$ cat src/rtl/cpu_pkg.sv
`default_nettype none
// ============================================================================
// Module   : cpu_pkg
// Brief    : Shared fetch/decode types and constants.
// Revision : 1.0 - initial release
// ============================================================================
package cpu_pkg;

  localparam logic [15:0] c_nop_instr = 16'hB800;

  localparam logic [1:0] c_class_00 = 2'b00;
  localparam logic [1:0] c_class_01 = 2'b01;
  localparam logic [1:0] c_class_10 = 2'b10;
  localparam logic [1:0] c_class_11 = 2'b11;

  typedef enum logic [1:0] {
    IDLE = 2'd0,
    REQ  = 2'd1,
    WAIT = 2'd2,
    DROP = 2'd3
  } fetch_state_e;

  typedef struct packed {
    logic [15:0] instr;
    logic [15:0] pc;
  } fetch_entry_t;

endpackage
`default_nettype wire

$ cat src/rtl/instr_buf.sv
`default_nettype none
// ============================================================================
// Module   : instr_buf
// Brief    : Synchronous FIFO of fetched {instr,pc} entries with flush.
// Revision : 1.0 - initial release
// ============================================================================
module instr_buf
  import cpu_pkg::*;
#(
  parameter int DEPTH = 2
) (
  input  logic                   clk,
  input  logic                   rst_n,
  input  logic                   i_push,
  input  logic                   i_pop,
  input  logic                   i_flush,
  input  fetch_entry_t           i_wr_data,
  output fetch_entry_t           o_rd_data,
  output logic [$clog2(DEPTH):0] o_count,
  output logic                   o_full,
  output logic                   o_empty
);

  localparam int c_aw = $clog2(DEPTH);

  fetch_entry_t     r_mem [DEPTH];
  logic [c_aw-1:0]  r_wr_ptr;
  logic [c_aw-1:0]  r_rd_ptr;
  logic [c_aw:0]    r_count;
  logic             w_do_push;
  logic             w_do_pop;

  assign o_full    = (r_count == (c_aw+1)'(DEPTH));
  assign o_empty   = (r_count == '0);
  assign w_do_pop  = i_pop & ~o_empty & ~i_flush;
  // A full buffer still accepts a write when the head leaves in the same cycle.
  assign w_do_push = i_push & (~o_full | w_do_pop) & ~i_flush;

  always_ff @(posedge clk or negedge rst_n) begin
    if (!rst_n) begin
      r_wr_ptr <= '0;
      r_rd_ptr <= '0;
      r_count  <= '0;
    end else if (i_flush) begin
      r_wr_ptr <= '0;
      r_rd_ptr <= '0;
      r_count  <= '0;
    end else begin
      if (w_do_push) r_wr_ptr <= r_wr_ptr + c_aw'(1);
      if (w_do_pop)  r_rd_ptr <= r_rd_ptr + c_aw'(1);
      r_count <= r_count + (c_aw+1)'(w_do_push) - (c_aw+1)'(w_do_pop);
    end
  end

  always_ff @(posedge clk) begin
    if (w_do_push) r_mem[r_wr_ptr] <= i_wr_data;
  end

  assign o_rd_data = r_mem[r_rd_ptr];
  assign o_count   = r_count;

endmodule
`default_nettype wire

$ cat src/rtl/instr_fetch.sv
`default_nettype none
// ============================================================================
// Module   : instr_fetch
// Brief    : Fetch stage: PC, single-outstanding imem reads, instruction FIFO.
//            Optional perf counters enabled by macro IFETCH_PERF_CNT_EN.
// Revision : 1.0 - initial release
// ============================================================================
module instr_fetch
  import cpu_pkg::*;
#(
  parameter logic [15:0] RESET_PC  = 16'h0000,
  parameter int          BUF_DEPTH = 2,
  parameter logic [15:0] NOP_INSTR = c_nop_instr
) (
  input  logic        clk,
  input  logic        rst_n,
  output logic        imem_req,
  output logic [15:0] imem_addr,
  input  logic        imem_gnt,
  input  logic        imem_rvalid,
  input  logic [15:0] imem_rdata,
  input  logic        redirect_valid,
  input  logic [15:0] redirect_pc,
  output logic        instr_valid,
  input  logic        instr_ready,
  output logic [15:0] instr,
  output logic [15:0] instr_pc
`ifdef IFETCH_PERF_CNT_EN
  ,
  output logic [31:0] perf_fetched,
  output logic [31:0] perf_stall
`endif
);

  localparam int c_cw = $clog2(BUF_DEPTH) + 1;

  fetch_state_e    r_state;
  fetch_state_e    w_state_nxt;
  logic [15:0]     r_fetch_pc;
  logic [15:0]     w_fetch_pc_nxt;
  logic            w_push;
  logic            w_pop;
  logic            w_buf_full;
  logic            w_buf_empty;
  logic [c_cw-1:0] w_count;
  logic            w_credit_now;
  logic            w_credit_after_push;
  fetch_entry_t    w_head;
  fetch_entry_t    w_wr_entry;

  // A redirect cancels any pop in the same cycle.
  assign w_pop = ~w_buf_empty & instr_ready & ~redirect_valid;

  assign w_credit_now        = ~w_buf_full | w_pop;
  assign w_credit_after_push = (w_count + c_cw'(1'b1) - c_cw'(w_pop)) < c_cw'(BUF_DEPTH);

  // fetch_pc already advanced on grant, so the returning word belongs to fetch_pc-1.
  assign w_wr_entry.instr = imem_rdata;
  assign w_wr_entry.pc    = r_fetch_pc - 16'd1;

  always_comb begin
    w_state_nxt    = r_state;
    w_fetch_pc_nxt = r_fetch_pc;
    w_push         = 1'b0;
    case (r_state)
      IDLE: begin
        if (redirect_valid) begin
          w_fetch_pc_nxt = redirect_pc;
          w_state_nxt    = REQ;
        end else if (w_credit_now) begin
          w_state_nxt    = REQ;
        end
      end
      REQ: begin
        if (redirect_valid) begin
          w_fetch_pc_nxt = redirect_pc;
          w_state_nxt    = imem_gnt ? DROP : REQ;
        end else if (imem_gnt) begin
          w_fetch_pc_nxt = r_fetch_pc + 16'd1;
          w_state_nxt    = WAIT;
        end
      end
      WAIT: begin
        if (redirect_valid) begin
          w_fetch_pc_nxt = redirect_pc;
          w_state_nxt    = imem_rvalid ? REQ : DROP;
        end else if (imem_rvalid) begin
          w_push      = 1'b1;
          w_state_nxt = w_credit_after_push ? REQ : IDLE;
        end
      end
      DROP: begin
        if (redirect_valid) w_fetch_pc_nxt = redirect_pc;
        if (imem_rvalid)    w_state_nxt    = REQ;
      end
      default: w_state_nxt = IDLE;
    endcase
  end

  always_ff @(posedge clk or negedge rst_n) begin
    if (!rst_n) begin
      r_state    <= IDLE;
      r_fetch_pc <= RESET_PC;
    end else begin
      r_state    <= w_state_nxt;
      r_fetch_pc <= w_fetch_pc_nxt;
    end
  end

  instr_buf #(
    .DEPTH (BUF_DEPTH)
  ) u_buf (
    .clk       (clk),
    .rst_n     (rst_n),
    .i_push    (w_push),
    .i_pop     (w_pop),
    .i_flush   (redirect_valid),
    .i_wr_data (w_wr_entry),
    .o_rd_data (w_head),
    .o_count   (w_count),
    .o_full    (w_buf_full),
    .o_empty   (w_buf_empty)
  );

  assign imem_req    = (r_state == REQ);
  assign imem_addr   = r_fetch_pc;
  assign instr_valid = ~w_buf_empty;
  assign instr       = w_buf_empty ? NOP_INSTR : w_head.instr;
  assign instr_pc    = w_buf_empty ? 16'h0000  : w_head.pc;

`ifdef IFETCH_PERF_CNT_EN
  logic [31:0] r_perf_fetched;
  logic [31:0] r_perf_stall;

  always_ff @(posedge clk or negedge rst_n) begin
    if (!rst_n) begin
      r_perf_fetched <= '0;
      r_perf_stall   <= '0;
    end else begin
      if (w_pop && (r_perf_fetched != '1))
        r_perf_fetched <= r_perf_fetched + 32'd1;
      if (instr_valid && !instr_ready && (r_perf_stall != '1))
        r_perf_stall <= r_perf_stall + 32'd1;
    end
  end

  assign perf_fetched = r_perf_fetched;
  assign perf_stall   = r_perf_stall;
`endif

endmodule
`default_nettype wire

$ cat config.mk
export PLATFORM = sky130hd
export DESIGN_NAME = instr_fetch
export DESIGN_NICKNAME = d
export VERILOG_FILES = /design/src/rtl/cpu_pkg.sv /design/src/rtl/instr_buf.sv /design/src/rtl/instr_fetch.sv
export SDC_FILE = /design/constraint.sdc
export NUM_CORES = 1
export LEC_CHECK = 0
export CAP_MARGIN = 20
export CORE_ASPECT_RATIO = 1.4
export CORE_MARGIN = 1.5
export CORE_UTILIZATION = 55
export CTS_CLUSTER_SIZE = 12
export DETAILED_ROUTE_END_ITERATION = 8
export GPL_TIMING_DRIVEN = 0
export PLACE_DENSITY = 0.91
export SYNTH_ARGS = -nofsm -noshare
export SYNTH_HDL_FRONTEND = slang
export SYNTH_SLANG_ARGS = --single-unit
export TNS_END_PERCENT = 1
$ cat constraint.sdc
create_clock -name clk -period 4.8 [get_ports clk]
set_input_delay 0.48 -clock clk [delete_from_list [all_inputs] [get_ports clk]]
set_output_delay 0.48 -clock clk [all_outputs]
set_load 0.02 [all_outputs]
==> impl_results.md <==
- Status: complete, no violations
- DR pass1 iterations: 4
- DIE AREA: a little under 8000 um^2
- Routability Congestion: 0.866
- Clock sinks: between 80 and 90
- Final ANT Viol Nets: 0
- Vias per cell: between 5 and 6
- CTS buffer count: 9
- Design area: between 5000 and 6000 um^2
- Tmin final: 3.01 ns
- Pwr dens: ~350 nW/um^2
- DRC: 0
- Endpoint kind of the worst setup timing path: output pin
- Slowest stage delay, CP: slightly above 0.6 ns
- Synthesized flop and latch total: 86
- Clock skew: 0.0138 ns
- Critical path cell sequence: clkbuf_1 > clkbuf_1 > mux2i_1 > nor2_1 > clkdlybuf4s50_1
- Routed length per instance: around 15 um
- HP Class: input port to async pin
- Slowest CP cell: clkdlybuf4s50_1
- Cell Area, Placed: slightly above 5000 um^2
- Clock latency on the worst-skew pair: 0.35 ns
- Clk buf depth: 2
- Synthesized Nets: between 300 and 400
- Syn-to-layout area delta: 30.7%
- Max Cap Violations: 0
- TNS Setup: 0 ns
- Main flop type after synthesis: edfxtp_1
- Clock root buffer: clkbuf_8
- Post_cts resized: 0
- Grt total ovfl: 0
- Cts hold-fix bufs: 0
- Iteration-0 DRC Markers: ~160
- RSZ-0062 raised after global routing: false
- Clock transition at path regs: 0.08 ns
- Reg-to-reg slack, setup: 2.11 ns
- Yosys warns: 0
- HPWL after DPL: 5720 um
- Met2 GRT Util: between 30 and 40%
- DIE HEIGHT: 105 um
- Antenna violations before repair: 0
- Largest net degree at the start of global routing: 33
- Max Slew Vio Count: 0
- Fmax: ~0.33 GHz
- Data arrival time of the worst path: ~2.5 ns
- Standard-cell rows: 36
- Peak VDD IR: approximately 0.27 mV
- Met3 Use GR: ~3.5%
- CP bufs+invs: 3
- CP Max Fanout: 10
- Post-synth EDFFs: 64
- Cell variety after synth: 39
- Port Buffers: 87
- Total track usage: a little over a fifth
- Final Hold Fails: 0
- Global-route layer with the greatest usage: met2
- Layout cell share with drive strength beyond 1: between 6 and 7%
- Worst reg2reg endpoint: u_buf.r_mem[1][30]
- Period utilization: a little over three fifths
- Seq/Total Area, Yosys: just over 60%
- Post-synthesis instance area: approximately 4100 um^2
- R2r startpoint: r_state[0]
- H-tree depth: 3
- Met1 usage: between 20% and 30%
- Core footprint: 7030 um^2
- Horiz. Die Dim: between 70 and 80 um
- Worst setup SP type: flop
- Lkg Pwr: between 1.5 and 2 nW
- # setup viols final: 0
- Setup CP Type: flop to output pin
- Final core area utilization: between 70% and 80%
- Top delay family on crit path: buffers and inverters
- Reg2Reg Depth: 6
- Vias in the first global route: roughly 2,800
- Total length of routed wires: 7950 um
- CP Data Required Time: ~4.3 ns
- Initial Utilization: approximately 58%
- Number of I/O pins: 88
- Post-CTS Setup Repair Bufs: 0
- CTS tree: built
- Average cell area after synthesis: 12.2 um^2
- Ys async rst share: roughly 26%
- Worst Max-Slew Pin Slew: 0.935 ns
- Global-route wire length before repair: approximately 13,000 um
- Antenna diode count: 0
- # nets final: about 480
- Via count: between 2,000 and 3,000
- Relative slew slack: 37.7%
- Worst path most repeated cell: clkbuf_1
- Cells after Synth: about 330
==> cells by family after synthesis <==
kind of cell             Yosys count  share of synthesized area (%)
AO/OA/AOI/OAI                     25                           3.61
buffers and inverters             29                           3.03
multiplexers                      37                           9.21
adder cells (fa/ha/maj)            8                           2.47
flip-flops                        86                           61.0
XOR/XNOR                          29                           6.27
AND/OR/NAND/NOR                  119                           14.4
==> final cells by class <==
type	count	area (um^2)
Buffer	19	85.1
Clock buffer	11	163
Tap cell	95	119
Sequential cell	86	2470
Clock inverter	5	40.0
Multi-Input combinational cell	218	1460
Fill cell	492	1730
Inverter	10	37.5
Timing Repair Buffer	89	913
==> metrics by stage <==
| stage | instances | setup WS [ns] | total power, W | hold slack [ns] |
|---|---|---|---|---|
| global placement | 515 | 0.693 | 0.00136 | 0.544 |
| detailed placement | 516 | 1.83 | 0.00138 | 0.565 |
| finish | 533 | 1.79 | 0.00187 | 0.359 |
| global route | 533 | 1.58 | 0.00195 | 0.349 |
| floorplan | 333 | 1.77 | 0.00119 | 0.184 |
| CTS | 532 | 1.72 | 0.00187 | 0.584 |
==> worst max path at each step <==
stage	endpoint	slack (ns)	from	cells past startpoint
detailed placement	u_buf.r_mem[1][1]	1.83	instr_ready	5
floorplan	u_buf.r_mem[0][0]	1.77	r_state[0]	5
CTS	instr_pc[14]	1.72	u_buf.r_rd_ptr	5
finish	instr_pc[12]	1.79	u_buf.r_rd_ptr	5
global route	instr_pc[5]	1.58	u_buf.r_rd_ptr	5
global placement	u_buf.r_mem[0][25]	0.69	instr_ready	4
==> cells in the mapped netlist (3+ instances only) <==
library cell | n | area [um^2]
edfxtp_1 | 64 | 1920
xnor2_1 | 14 | 123
nor4_1 | 7 | 43.8
o21ai_0 | 14 | 70.1
nand4_1 | 4 | 25.0
nand3_1 | 6 | 30.0
dfrtp_1 | 22 | 551
a21oi_1 | 3 | 15.0
ha_1 | 8 | 100
nor2_1 | 40 | 150
nand2_1 | 35 | 131
nor3_1 | 8 | 40.0
mux2i_1 | 35 | 350
xor2_1 | 15 | 131
inv_1 | 10 | 37.5
nor2b_1 | 7 | 43.8
clkbuf_1 | 13 | 48.8
==> where the power goes <==
part	total, W	switching, W	internal [W]
Combinational	0.000481	0.000265	0.000216
Sequential	0.000892	0.0000380	0.000854
Clock	0.000494	0.000257	0.000237
==> cell usage in the layout, fill, tap and decap left out, types with 2 or more instances in the layout <==
cell type and n:
a21oi_1 3, a22oi_1 2, buf_1 2, buf_2 2, clkbuf_1 13, clkbuf_8 10, clkdlybuf4s50_1 87, clkinv_4 3
dfrtp_1 22, edfxtp_1 64, ha_1 8, inv_1 10, mux2_2 2, mux2i_1 35, nand2_1 35, nand3_1 6
nand4_1 4, nor2_1 40, nor2b_1 6, nor3_1 8, nor3_2 2, nor4_1 7, o21ai_0 14, or4_4 2
xnor2_1 14, xor2_1 15
==> metal layers <==
metal	up-vias	share of wire (%)
met3	18	5.4
li1	1370	-
met4	0	2.6
met2	93	52
met5	-	0
met1	1332	40
==> flip-flops by register name, summed over array words and instances, names as in the netlist <==
signal	cells
u_buf.r_mem	64
u_buf.r_wr_ptr	1
u_buf.r_rd_ptr	1
r_state	2
u_buf.o_count	2
imem_addr	16
Power figures use the tool's default switching activity.
